--- src/rtl/fft8_pkg.sv ---
// Shared definitions for the 8-point FFT datapath: default sizes, the
// fixed-point field layout of a sample word, and the bit-reversal helper
// used to reorder a frame for decimation-in-time butterflies.
package fft8_pkg;

    // Default sample word width and frame length.
    localparam int DW_DEF = 16;
    localparam int N_DEF  = 8;

    // Sample word layout, bit 0 = MSB: [0:2] integer field, [3:DW-1] fraction.
    localparam int INT_MSB  = 0;
    localparam int INT_LSB  = 2;
    localparam int FRAC_MSB = 3;

    // Widest address the helper handles (N up to 16).
    localparam int ADDR_MAX_W = 4;

    // Reverse the low 'logn' bits of addr; bits at and above logn come back 0.
    function automatic logic [ADDR_MAX_W-1:0] bitrev(input logic [ADDR_MAX_W-1:0] addr,
                                                     input int logn);
        logic [ADDR_MAX_W-1:0] r;
        r = '0;
        for (int i = 0; i < ADDR_MAX_W; i++) begin
            for (int j = 0; j < ADDR_MAX_W; j++) begin
                if ((i < logn) && (j == logn - 1 - i)) begin
                    r[i] = addr[j];
                end
            end
        end
        return r;
    endfunction

endpackage

--- src/rtl/fft8_pp_bank.sv ---
// Two-bank (ping-pong) sample store. One bank is written while the other is
// read; each bank carries a full flag that is set when the writer commits a
// frame into it and cleared when the reader has fetched its last word.
module fft8_pp_bank
    import fft8_pkg::*;
#(
    parameter int DW = DW_DEF,
    parameter int N  = N_DEF,
    localparam int LOGN = $clog2(N)
) (
    input  logic            clk,
    input  logic            rst,
    // write port
    input  logic            we,
    input  logic            wbank,
    input  logic [LOGN-1:0] waddr,
    input  logic [0:DW-1]   wre,
    input  logic [0:DW-1]   wim,
    input  logic            set_full,
    // read port
    input  logic            rbank,
    input  logic [LOGN-1:0] raddr,
    input  logic            clr_full,
    output logic [0:DW-1]   rre,
    output logic [0:DW-1]   rim,
    // bank status
    output logic [1:0]      full
);

    logic [0:DW-1] mem_re [2][N];
    logic [0:DW-1] mem_im [2][N];
    logic [1:0]    full_nxt;

    // Next full flags; the writer and reader never target the same bank on
    // one edge (set needs the bank empty, clear needs it full), so both apply.
    always_comb begin
        full_nxt = full;
        if (clr_full) begin
            full_nxt[rbank] = 1'b0;
        end
        if (set_full) begin
            full_nxt[wbank] = 1'b1;
        end
    end

    // Full flag register.
    always_ff @(posedge clk or posedge rst) begin
        if (rst) begin
            full <= '0;
        end else begin
            full <= full_nxt;
        end
    end

    // Sample storage; cleared on reset so no stale frame survives it.
    always_ff @(posedge clk or posedge rst) begin
        if (rst) begin
            for (int b = 0; b < 2; b++) begin
                for (int a = 0; a < N; a++) begin
                    mem_re[b][a] <= '0;
                    mem_im[b][a] <= '0;
                end
            end
        end else if (we) begin
            mem_re[wbank][waddr] <= wre;
            mem_im[wbank][waddr] <= wim;
        end
    end

    // Asynchronous read; the top level registers the selected word.
    assign rre = mem_re[rbank][raddr];
    assign rim = mem_im[rbank][raddr];

endmodule

--- src/rtl/fft8_bitrev_loader.sv ---
// FFT input stage: accepts complex samples in natural order, stores each one
// at its bit-reversed address, and streams whole frames out sequentially so
// the butterfly stage sees decimation-in-time order. Ping-pong banking lets a
// new frame load while the previous frame drains.
module fft8_bitrev_loader
    import fft8_pkg::*;
#(
    parameter int DW = DW_DEF,
    parameter int N  = N_DEF,
    localparam int LOGN = $clog2(N)
) (
    input  logic            clk,
    input  logic            rst,
    // input stream, natural order
    input  logic            in_valid,
    output logic            in_ready,
    input  logic [0:DW-1]   in_re,
    input  logic [0:DW-1]   in_im,
    input  logic            in_last,
    // output stream, bit-reversed order
    output logic            out_valid,
    input  logic            out_ready,
    output logic [0:DW-1]   out_re,
    output logic [0:DW-1]   out_im,
    output logic [LOGN-1:0] out_idx,
    output logic            out_last,
    // framing violation pulse
    output logic            frame_err
);

    logic [LOGN-1:0] wcnt;
    logic [LOGN-1:0] rcnt;
    logic            wbank;
    logic            rbank;
    logic [1:0]      full;

    logic            accept;
    logic            wlast;
    logic            commit;
    logic [LOGN-1:0] waddr;
    logic            adv;
    logic            load;
    logic            rlast;
    logic [0:DW-1]   rd_re;
    logic [0:DW-1]   rd_im;

    // Write-side handshake. in_ready is held low while reset is asserted so
    // every output reads 0 during reset.
    assign in_ready = ~rst & ~full[wbank];
    assign accept   = in_valid & in_ready;
    assign wlast    = (wcnt == LOGN'(N - 1));
    // A frame commits on its N-th sample whether or not in_last was present.
    assign commit   = accept & wlast;
    assign waddr    = LOGN'(bitrev(ADDR_MAX_W'(wcnt), LOGN));

    // Read side: fetch a new word whenever the output register is empty or
    // being consumed, as long as the read bank holds a complete frame.
    assign adv   = ~out_valid | out_ready;
    assign load  = adv & full[rbank];
    assign rlast = (rcnt == LOGN'(N - 1));

    fft8_pp_bank #(
        .DW (DW),
        .N  (N)
    ) u_bank (
        .clk      (clk),
        .rst      (rst),
        .we       (accept),
        .wbank    (wbank),
        .waddr    (waddr),
        .wre      (in_re),
        .wim      (in_im),
        .set_full (commit),
        .rbank    (rbank),
        .raddr    (rcnt),
        .clr_full (load & rlast),
        .rre      (rd_re),
        .rim      (rd_im),
        .full     (full)
    );

    // Write counter, bank toggle and framing check. An early in_last drops
    // the partial frame: the counter restarts and the bank is reused.
    always_ff @(posedge clk or posedge rst) begin
        if (rst) begin
            wcnt      <= '0;
            wbank     <= 1'b0;
            frame_err <= 1'b0;
        end else begin
            frame_err <= accept & (in_last ^ wlast);
            if (accept) begin
                if (wlast || in_last) begin
                    wcnt <= '0;
                end else begin
                    wcnt <= wcnt + 1'b1;
                end
                if (wlast) begin
                    wbank <= ~wbank;
                end
            end
        end
    end

    // Output register and read counter; contents hold while stalled.
    always_ff @(posedge clk or posedge rst) begin
        if (rst) begin
            rcnt      <= '0;
            rbank     <= 1'b0;
            out_valid <= 1'b0;
            out_re    <= '0;
            out_im    <= '0;
            out_idx   <= '0;
            out_last  <= 1'b0;
        end else if (adv) begin
            if (full[rbank]) begin
                out_valid <= 1'b1;
                out_re    <= rd_re;
                out_im    <= rd_im;
                out_idx   <= rcnt;
                out_last  <= rlast;
                if (rlast) begin
                    rcnt  <= '0;
                    rbank <= ~rbank;
                end else begin
                    rcnt  <= rcnt + 1'b1;
                end
            end else begin
                out_valid <= 1'b0;
            end
        end
    end

    // The load strobe is only meaningful for the bank release.
    logic unused_load;
    assign unused_load = load;

endmodule

--- config.mk ---
export PLATFORM = sky130hd
export DESIGN_NAME = fft8_bitrev_loader
export DESIGN_NICKNAME = d
export VERILOG_FILES = /design/src/rtl/fft8_pkg.sv /design/src/rtl/fft8_pp_bank.sv /design/src/rtl/fft8_bitrev_loader.sv
export SDC_FILE = /design/constraint.sdc
export NUM_CORES = 1
export LEC_CHECK = 0
export CAP_MARGIN = 20
export CELL_PAD_IN_SITES_DETAIL_PLACEMENT = 0
export CELL_PAD_IN_SITES_GLOBAL_PLACEMENT = 1
export CORE_MARGIN = 3
export CORE_UTILIZATION = 57
export DETAILED_ROUTE_END_ITERATION = 10
export HOLD_SLACK_MARGIN = 0.12
export PLACE_DENSITY_LB_ADDON = 0.1
export SLEW_MARGIN = 5
export SYNTH_ARGS = -nofsm -noshare
export SYNTH_HDL_FRONTEND = slang
export SYNTH_SLANG_ARGS = --single-unit
--- constraint.sdc ---
create_clock -name clk -period 31.9 [get_ports clk]
set_clock_uncertainty 0.15 [all_clocks]
set_input_delay 6.38 -clock clk [delete_from_list [all_inputs] [get_ports clk]]
set_output_delay 6.38 -clock clk [all_outputs]
set_load 0.01 [all_outputs]
Yosys cells after proc, flatten, opt, wreduce, memory -nomap -nowiden
Cells that the tools add are included.
- register bits after elaboration: 560
- logic and storage cells: 116
- input bits: 37
- output and inout bits: 39
- equality and inequality tests: 2
- add/sub/neg operators: 2
- magnitude comparators: 10
- multiplexer cells: 31
- reductions and logical operators: 8
- bitwise operators: 20
- operator list (operator ; count):
    2-to-1 mux 128 bit ; 7
    bitwise mux 256 bit ; 2
    demux 128 bit (select 1 bit) ; 1
    binary-select mux 16 bit (select 3 bit) ; 2
    2-to-1 mux 16 bit ; 5
    demux 16 bit (select 3 bit) ; 1
    greater-or-equal comparator 4 bit (second input constant) ; 2
    NOT 3 -> 4 bit ; 2
    2-to-1 mux 1 bit ; 7
    adder 3 x 1 -> 3 bit (second input constant) ; 2
    AND 1 bit ; 6
    == test 3 bit (second input constant) ; 2
    2-to-1 mux 3 bit ; 2
    NOT 1 bit ; 5
    greater-or-equal comparator 2 bit (second input constant) ; 2
    logical AND 1 bit ; 4
    < comparator 1 x 2 -> 1 bit (second input constant) ; 2
    < comparator 4 x 1 -> 1 bit (second input constant) ; 1
    2-to-1 mux 2 bit ; 2
    NOT 1 -> 2 bit ; 2
    AND reduction 2 bit ; 2
    AND reduction 3 bit ; 1
    AND 2 bit ; 1
    demux 1 bit (select 1 bit) ; 2
    other kinds (7) ; 8

Depth between registers and ports, before layout
Gate-level depths: netlist (run 1).
- word-level depth: 9
- depth in mapped cells: 7
- gate-level depth less buffers: 6

Modules after synthesis
From an unflattened synthesis (run 1), not the netlist that was laid out.
- cells, all modules: 1537
- area, all modules: 24802.5 sq um
- modules (own cells, without submodules) (module ; sequential area each (sq um) ; area an instance (sq um) ; cells an instance ; instances):
    fft8_pp_bank ; 12862.3 ; 22915.7 ; 1414 ; 1
    fft8_bitrev_loader ; 1151.1 ; 1886.8 ; 123 ; 1

Worst setup path before layout (run 1)
OpenSTA, ideal clock, no wires.
- kind: input -> output
- start point: input rst
- end point: output in_ready
- arrival time: 6549 ps
- path slack: 18821 ps
- buffers on the path: 0
- required time: 25370 ps
- stages on the path: 1
- path through: nor2_1
- cells in the longest elaborated chain, start to end: 2
- RTL lines (what ; line ; text):
    start: declaration ; fft8_bitrev_loader.sv:13 ; input logic rst,
    NOT 1 bit ; fft8_bitrev_loader.sv:49 ; assign in_ready = ~rst & ~full[wbank];
    AND 1 bit ; fft8_bitrev_loader.sv:49 ;
    end: declaration ; fft8_bitrev_loader.sv:16 ; output logic in_ready,
Every way passes these cells.

Final worst setup path (run 1)
Ends and elaborated chain as after synthesis.

==> metrics.txt, run 1 <==
Starting Density 58.3%; Syn. warnings 0; Core ar. 42500 sq um; first-pass GRT wire length 89800 microns; DP HPWL 31900 microns; Placement Setup Slack 17740 ps; placed instance area 26000 sq um; final setup fails 0; Final Non-Filler Cells 2203; CTS resizes 0; CTS buffer count between 50 and 60; gpl congestion 0.736; DRC Markers 0; P_leak 12.9 nW; Worst Setup Start Kind primary input; Mean Syn Cell Area 16.0 sq um; fin nets between 1500 and 2000; cell area after synthesis 24800 sq um; Total GRT Usage about a quarter; CTS tree done; most common cell after layout, fill and taps aside dfrtp_1; htree depth 2; R2R depth 5; Hold Path End u_bank.mem_im[24]$_DFFE_PP0P_; drt pass-1 iters 5; Iter 0 DRT Violations 976; commonest cells after routing, fill and taps aside 557 x dfrtp_1, 537 x mux2_2, 128 x mux4_2, 75 x clkdlybuf4s50_1, 59 x clkbuf_16; Arrival @ worst endpoint 7620 ps; post-layout min period around 14000 ps; PD cells 92.9 nW/um^2; Crit Path Category primary input to output port; Synth area leaders dfrtp_1 56%, mux2_2 24%, mux4_2 12%; Final Cycle Share roughly 44%; DR vias 13600; Critical Path RT 25370 ps; Least-Margin Pin Slew 1150 ps; Fillers 3032; reg2reg end out_im[2]$_DFFE_PP0P_; hold path startpoint u_bank.mem_im[24]$_DFFE_PP0P_; initial antenna violation count 1; Cells after Synth 1547; Reg clk slew, reported paths 60 ps; final instance area 28000 sq um; Fmax achieved 70.7 MHz; io pins 76; layout cell share with drive strength beyond 1 between 50% and 60%; final setup margin 17750 ps; unrepaired setup endpoints after global routing no; worst vdd ir approximately 0.056 mV; setup bufs post-CTS 0; Final Max Tran Viols 0; Clock Sinks 560; CTS root buf clkbuf_16; final hold vios 0; mean routed wirelength per cell 25.7 microns; vias per cell 6.17; PortBufs 75; status completed; Cell Rows 75; relative slew slack 23.3%; total wire length 56600 microns; Synth Register Bits 560; CP endpoint kind output port; Routed Antenna Nets 0; Layout area overhead 12.7%; chip width around 210 microns; Net Count, Synth 1593; Clk Latency, worst-skew pair 610 ps; Ant. Diodes 0; CP Max Fanout 3; gr ovfl total 0; Layout Utilization 65.8%; Synth area leader dfrtp_1; reg-to-reg critical path startpoint rbank$_DFFE_PP0P_; cts hold-fix bufs 0; Netlist cell types 34; Seq/Total Area, Yosys 56.5%; Hold/Removal Path Class flip-flop to flip-flop; placed insts between 2000 and 2500; Synth top area share between 50 and 60%; r2r setup slk 28460 ps; vias in the first global route approximately 15000; worst hold stages 1; height of the die 215 microns; MaxCap Viol Count 0; Bufs on Longest Clock Path 3; largest net degree at the start of global routing 192; setup TNS 0 ps; Total Die Area 46100 sq um
cells in the mapped netlist (all sizes together):
cell type  number
dfrtp         560
mux2          539
mux4          128
buf            89
o22ai          52
clkbuf         44
nand2          38
a21oi          26
ha              9
mux2i           7
a22oi           6
inv             6
o211ai          6
nand2b          4
nand3           4
nand3b          4
nor4            4
nor4b           4
o21ai           4
nor2            3
or2             3
a21o            2
xnor2           2
and2            1
nor2b           1
nor3            1
worst max-delay path, stage by stage:
cell             delay, ps
clkdlybuf4s50_1        520
nor2_1                 160
clkdlybuf4s50_1        560
sequential cells by signal (all words and copies together) (netlist names):
name and count:
out_idx 3, out_valid 1, wbank 1, u_bank.mem_re 256
frame_err 1, rbank 1, out_im 16, u_bank.full 2
out_re 16, out_last 1, rcnt 3, wcnt 3
u_bank.mem_im 256
through the flow:
step	hold slack (ps)	power, mW
floorplan	309	1.70
global placement	321	1.89
detailed placement	335	1.92
CTS	349	2.62
global route	356	2.74
finish	348	2.60
routing by layer:
layer  GRT usage [%]  up-vias  routed length [microns]
li1                -     5874                        -
met1            37.2     7417                    26000
met2            41.0      228                    27300
met3            3.71       81                     2260
met4            6.34        2                     1050
met5               0        -                        9
power breakdown:
| group | total, mW | switching [mW] | internal (mW) |
|---|---|---|---|
| sequential | 1.12 | 0.156 | 0.960 |
| clock | 0.689 | 0.274 | 0.415 |
| combinational | 0.793 | 0.322 | 0.472 |
| total | 2.60 | 0.751 | 1.85 |
layout make-up:
type	instances	area, sq um	share of cell area, %
clock buffers	90	1750	6.27
multi-input cells	848	10200	36.4
clock inverters	14	199	0.712
well taps	577	722	2.58
flip-flops and latches	560	14000	50.2
inverters	6	30.0	0.107
repair buffers	108	1050	3.76
cell families (layout without fill, tap and decap cells):
| logic type | Yosys count | count (layout) | share of synthesized area (%) |
|---|---|---|---|
| AO/OA/AOI/OAI | 96 | 96 | 2.34 |
| buffers and inverters | 139 | 218 | 2.69 |
| multiplexers | 674 | 674 | 36.4 |
| adder cells (fa/ha/maj) | 9 | 9 | 0.454 |
| XOR/XNOR | 2 | 2 | 0.0706 |
| AND/OR/NAND/NOR | 67 | 67 | 1.56 |
| flip-flops | 560 | 560 | 56.5 |
how the worst max path moves through the flow:
stage / end / start / cells past startpoint
floorplan: frame_err$_DFF_PP0_ / rst / 1
global placement: in_ready / rst / 3
detailed placement: in_ready / rst / 3
CTS: in_ready / rst / 3
global route: in_ready / rst / 3
finish: in_ready / rst / 3
(Power assumes the default switching activity.)
==> inputs of run 2 (changes only) <==
--- a/config.mk
+++ b/config.mk
@@ -9,7 +9,7 @@
 export CELL_PAD_IN_SITES_DETAIL_PLACEMENT = 0
 export CELL_PAD_IN_SITES_GLOBAL_PLACEMENT = 1
 export CORE_MARGIN = 3
-export CORE_UTILIZATION = 57
+export CORE_UTILIZATION = 53
 export DETAILED_ROUTE_END_ITERATION = 10
 export HOLD_SLACK_MARGIN = 0.12
 export PLACE_DENSITY_LB_ADDON = 0.1
==> constraint.sdc (replaced) <==
create_clock -name clk -period 14.7 [get_ports clk]
set_clock_uncertainty 0.15 [all_clocks]
set_input_delay 2.94 -clock clk [delete_from_list [all_inputs] [get_ports clk]]
set_output_delay 2.94 -clock clk [all_outputs]
set_load 0.01 [all_outputs]
==> metrics.txt, run 2 (synthesis gave the netlist of run 1 again) <==
status completed; MaxCap Viol Count 0; Placement Setup Slack roughly 7500 ps; CTS tree done; vias per cell between 6 and 7; top flop regs u_bank.mem_im: 256 flops, u_bank.mem_re: 256 flops; M1 WL approximately 27000 microns; slowest cell on the critical path clkdlybuf4s50_1; Iter 0 DRT Violations 920; chip width 222 microns; setup bufs post-CTS 0; mean routed wirelength per cell 25.9 microns; final setup margin between 7000 and 8000 ps; Cell Rows 78; CP peak stage delay around 530 ps; cts hold-fix bufs 0; Seq pwr share 42.7%; commonest cells after routing, fill and taps aside 557 x dfrtp_1, 537 x mux2_2, 128 x mux4_2, 75 x clkdlybuf4s50_1, 59 x clkbuf_16; Ant. Diodes 0; vias in the first global route 14200; Starting Density between 50% and 60%; initial antenna violation count 0; Final Cycle Share between 40 and 50%; r2r setup slk 11350 ps; Bufs on Longest Clock Path 3; largest net degree at the start of global routing ~190; Hold Worst Slack ~350 ps; gr ovfl total 0; Critical Path RT about 12000 ps; delay-heaviest family, CP buffers and inverters; final setup fails 0; Clock Sinks 560; height of the die between 200 and 250 microns; relative slew slack between 30% and 40%; CTS buffer count 58; Clk Latency, worst-skew pair 610 ps; io pins 76; Final Non-Filler Cells 2231; worst vdd ir 0.123 mV; Layout Utilization 61.3%; final instance area roughly 28000 sq um; DRC Markers 0; placed instance area around 26000 sq um; post-layout min period 7160 ps; DP HPWL 32200 microns; CP endpoint kind output port; Arrival @ worst endpoint 4070 ps; gpl congestion 0.721; Worst Setup Start Kind primary input; Least-Margin Pin Slew 979 ps; P_leak 12.9 nW; Crit path top cell by count clkdlybuf4s50_1; Final Max Tran Viols 0; metal3 WL 2520 microns; PD cells 203 nW/um^2; Clock Power Share between 20% and 30%; DR vias 13600; final hold vios 0; Comb pwr share 30.1%; Total Die Area about 49000 sq um; most common cell after layout, fill and taps aside dfrtp_1; first-pass GRT wire length ~90000 microns; Core ar. 45800 sq um; setup TNS 0 ps; Routed Antenna Nets 0; Hold/Removal Path Class flip-flop to flip-flop; CTS resizes 0; switching power 1.64 mW; total wire length 57700 microns; critical path cell sequence clkdlybuf4s50_1 -> nor2_1 -> clkdlybuf4s50_1; sw frac 28.8%; PortBufs 75; htree depth 2; placed insts 2121; layout cell share with drive strength beyond 1 between 50% and 60%; fin nets ~1600; CP Max Fanout 3; Fmax achieved 140 MHz; cell-internal power 4.06 mW; top sig layer met4; Power Total about 5.7 mW; Reg clk slew, reported paths about 60 ps; unrepaired setup endpoints after global routing no; Crit Path Category primary input to output port; Bufs and invs on worst path 2; drt pass-1 iters 4; Total GRT Usage 23.8%; wire length on met2 27300 microns; CTS root buf clkbuf_16; Layout area overhead 13.1%
[run 2: cell types whose count changed in the layout (fill, tap and decap cells not counted), sizes merged]
cell | previous run | this run
clkbuf | 90 | 96
clkinv | 8 | 6
bufinv | 5 | 6
clkinvlp | 0 | 1
inv | 7 | 6
[run 2: power by group through the flow]
stage	Clock [mW]	Combinational, mW	Sequential [mW]
5_1_grt	1.66	1.85	2.50
3_3_place_gp	0	1.69	2.42
4_1_cts	1.59	1.73	2.43
3_5_place_dp	0	1.73	2.45
2_1_floorplan	0	1.38	2.31
6_report	1.55	1.71	2.43
[run 2: cell type report]
cell class | count | area (sq um)
Clock buffer | 96 | 1840
Clock inverter | 13 | 219
Fill cell | 3494 | 17700
Inverter | 6 | 26.3
Multi-Input combinational cell | 848 | 10200
Sequential cell | 560 | 14000
Tap cell | 600 | 751
Timing Repair Buffer | 108 | 1020
[run 2: worst register-to-register path, delay by kind of cell, from the launching register on]
kind / cells / cell delay [ps]
buffers and inverters: 1 / 480
and+or+nand+nor: 1 / 770
muxes: 1 / 650
DFF: 1 / 910
AOI/OAI and AO/OA: 2 / 320
[run 2: layer usage]
layer	up-vias	GRT usage, %
li1	5874	-
met1	7375	35.2
met2	235	37.3
met3	81	4.15
met4	0	5.48
met5	-	0
[run 2: final timing paths]
kind,from,to,depth (start not counted)
min in group asynchronous,rst,u_bank.mem_re[127]$_DFFE_PP0P_,2
max reg2reg,rbank$_DFFE_PP0P_,out_im[5]$_DFFE_PP0P_,5
min reg2reg,u_bank.mem_re[129]$_DFFE_PP0P_,u_bank.mem_re[129]$_DFFE_PP0P_,1
min,u_bank.mem_re[129]$_DFFE_PP0P_,u_bank.mem_re[129]$_DFFE_PP0P_,1
max in group asynchronous,rst,u_bank.mem_re[5]$_DFFE_PP0P_,4
max,rst,in_ready,3
==> inputs of run 3 (changes only) <==
--- a/config.mk
+++ b/config.mk
@@ -9,7 +9,7 @@
 export CELL_PAD_IN_SITES_DETAIL_PLACEMENT = 0
 export CELL_PAD_IN_SITES_GLOBAL_PLACEMENT = 1
 export CORE_MARGIN = 3
-export CORE_UTILIZATION = 53
+export CORE_UTILIZATION = 48
 export DETAILED_ROUTE_END_ITERATION = 10
 export HOLD_SLACK_MARGIN = 0.12
 export PLACE_DENSITY_LB_ADDON = 0.1
==> constraint.sdc (replaced) <==
create_clock -name clk -period 6.3 [get_ports clk]
set_clock_uncertainty 0.15 [all_clocks]
set_input_delay 1.26 -clock clk [delete_from_list [all_inputs] [get_ports clk]]
set_output_delay 1.26 -clock clk [all_outputs]
set_load 0.01 [all_outputs]
==> metrics.txt, run 3 (synthesis gave the netlist of run 1 again) <==
status completed; top flop regs u_bank.mem_im: 256 flops, u_bank.mem_re: 256 flops; Hold/Removal Path Class flip-flop to flip-flop; Least-Margin Pin Slew 987 ps; CTS tree done; unrepaired setup endpoints after global routing no; gpl congestion 0.757; Placement Setup Slack 1960 ps; Core ar. 50600 sq um; Final Cycle Share 60.4%; final setup margin 2490 ps; Ant. Diodes 0; largest net degree at the start of global routing 167; layout cell share with drive strength beyond 1 50.8%; Cell Rows 82; Worst Setup SP rst; Critical Path RT 4890 ps; CP peak stage delay 540 ps; reg-to-reg critical path startpoint wbank$_DFFE_PP0N_; DP HPWL around 34000 microns; CTS buffer count 60; Bufs and invs on worst path 2; relative slew slack 34.2%; Final Max Tran Viols 0; DRC Markers 0; PD cells roughly 480 nW/um^2; mean routed wirelength per cell 25.8 microns; CP endpoint kind output port; total wire length 59500 microns; cts hold-fix bufs 0; Routed Antenna Nets 0; Worst Setup Start Kind primary input; CP Max Fanout 3; Clock Sinks 560; io pins 76; setup bufs post-CTS 0; final instance area about 28000 sq um; Bufs on Longest Clock Path 3; worst vdd ir between 0.2 and 0.25 mV; Crit Path Category primary input to output port; CTS root buf clkbuf_16; post-layout min period around 3800 ps; CTS resizes 0; chip width 233 microns; first-pass GRT wire length 92700 microns; fin nets around 1600; most common cell after layout, fill and taps aside dfrtp_1; height of the die 233 microns; Iter 0 DRT Violations 807; Starting Density 49.0%; slowest cell on the critical path clkdlybuf4s50_1; P_leak around 13 nW; PortBufs 75; hold path startpoint out_idx[0]$_DFFE_PP0P_; Reg clk slew, reported paths 60 ps; final setup fails 0; Total Die Area 54400 sq um; Arrival @ worst endpoint 2400 ps; r2r setup slk 3240 ps; final hold vios 0; Fillers 4068; gr ovfl total 0; placed instance area 26100 sq um; htree depth 2; drt pass-1 iters 5; Clk Latency, worst-skew pair 620 ps; Total GRT Usage 22.7%; delay-heaviest family, CP buffers and inverters; DR vias 13800; vias per cell 5.97; vias in the first global route 14700; critical path cell sequence clkdlybuf4s50_1 -> nor2_1 -> clkdlybuf4s50_1; MaxCap Viol Count 0; Crit path top cell by count clkdlybuf4s50_1; initial antenna violation count 1; commonest cells after routing, fill and taps aside 557 x dfrtp_1, 537 x mux2_2, 128 x mux4_2, 75 x clkdlybuf4s50_1, 61 x clkbuf_16; Layout area overhead 13.8%; Fmax achieved 263 MHz
-- run 3: cell types whose count changed in the layout (fill, tap and decap cells not counted), sizes merged --
cell,delta
clkbuf,-2
clkinv,+2
inv,+2
bufinv,-1
clkinvlp,+1
-- run 3: power breakdown --
part / switching, mW / total, mW / internal [mW]
Sequential: 0.803 / 5.66 / 4.86
Combinational: 1.66 / 4.07 / 2.41
Clock: 1.45 / 3.68 / 2.23
Total: 3.92 / 13.4 / 9.50
-- run 3: worst paths after layout --
kind | to | cells past startpoint
worst max register to register | u_bank.mem_im[9]$_DFFE_PP0P_ | 5
max in group asynchronous | u_bank.mem_re[41]$_DFFE_PP0P_ | 3
worst min register to register | out_idx[0]$_DFFE_PP0P_ | 2
min in group asynchronous | u_bank.mem_im[255]$_DFFE_PP0P_ | 2
worst max-delay path | in_ready | 3
worst min-delay path | out_idx[0]$_DFFE_PP0P_ | 2
-- run 3: metal layers --
metal | track usage, % | wire [microns]
met1 | 33.7 | 28200
met2 | 36.2 | 28200
met3 | 3.05 | 2160
met4 | 5.04 | 949
met5 | 0 | 13
-- run 3: cell type report --
| cell class | instances | area [sq um] | share of cell area, % |
|---|---|---|---|
| sequential | 560 | 14000 | 49.7 |
| inverter | 6 | 26.3 | 0.0931 |
| clock inverter | 17 | 226 | 0.802 |
| multi-input combinational | 848 | 10200 | 36.0 |
| clock buffer | 94 | 1870 | 6.62 |
| tap | 672 | 841 | 2.98 |
| timing repair buffer | 108 | 1070 | 3.78 |
-- run 3: worst min-delay path: stages, from the launching register on --
cell,delay [ps]
dfrtp_1,350
nand2_1,50
nand2_1,60
-- run 3: metrics by stage --
step	setup TNS [ps]	utilization (%)	power [mW]	instances	hold slack, ps
after floorplan	-1530890	-	8.60	1547	309
after global placement	0	51.6	9.69	2193	312
after detailed placement	0	51.7	9.84	2194	316
after CTS	0	55.8	13.6	2305	341
after global routing	0	55.8	14.1	2305	353
final	0	55.8	13.4	2305	336
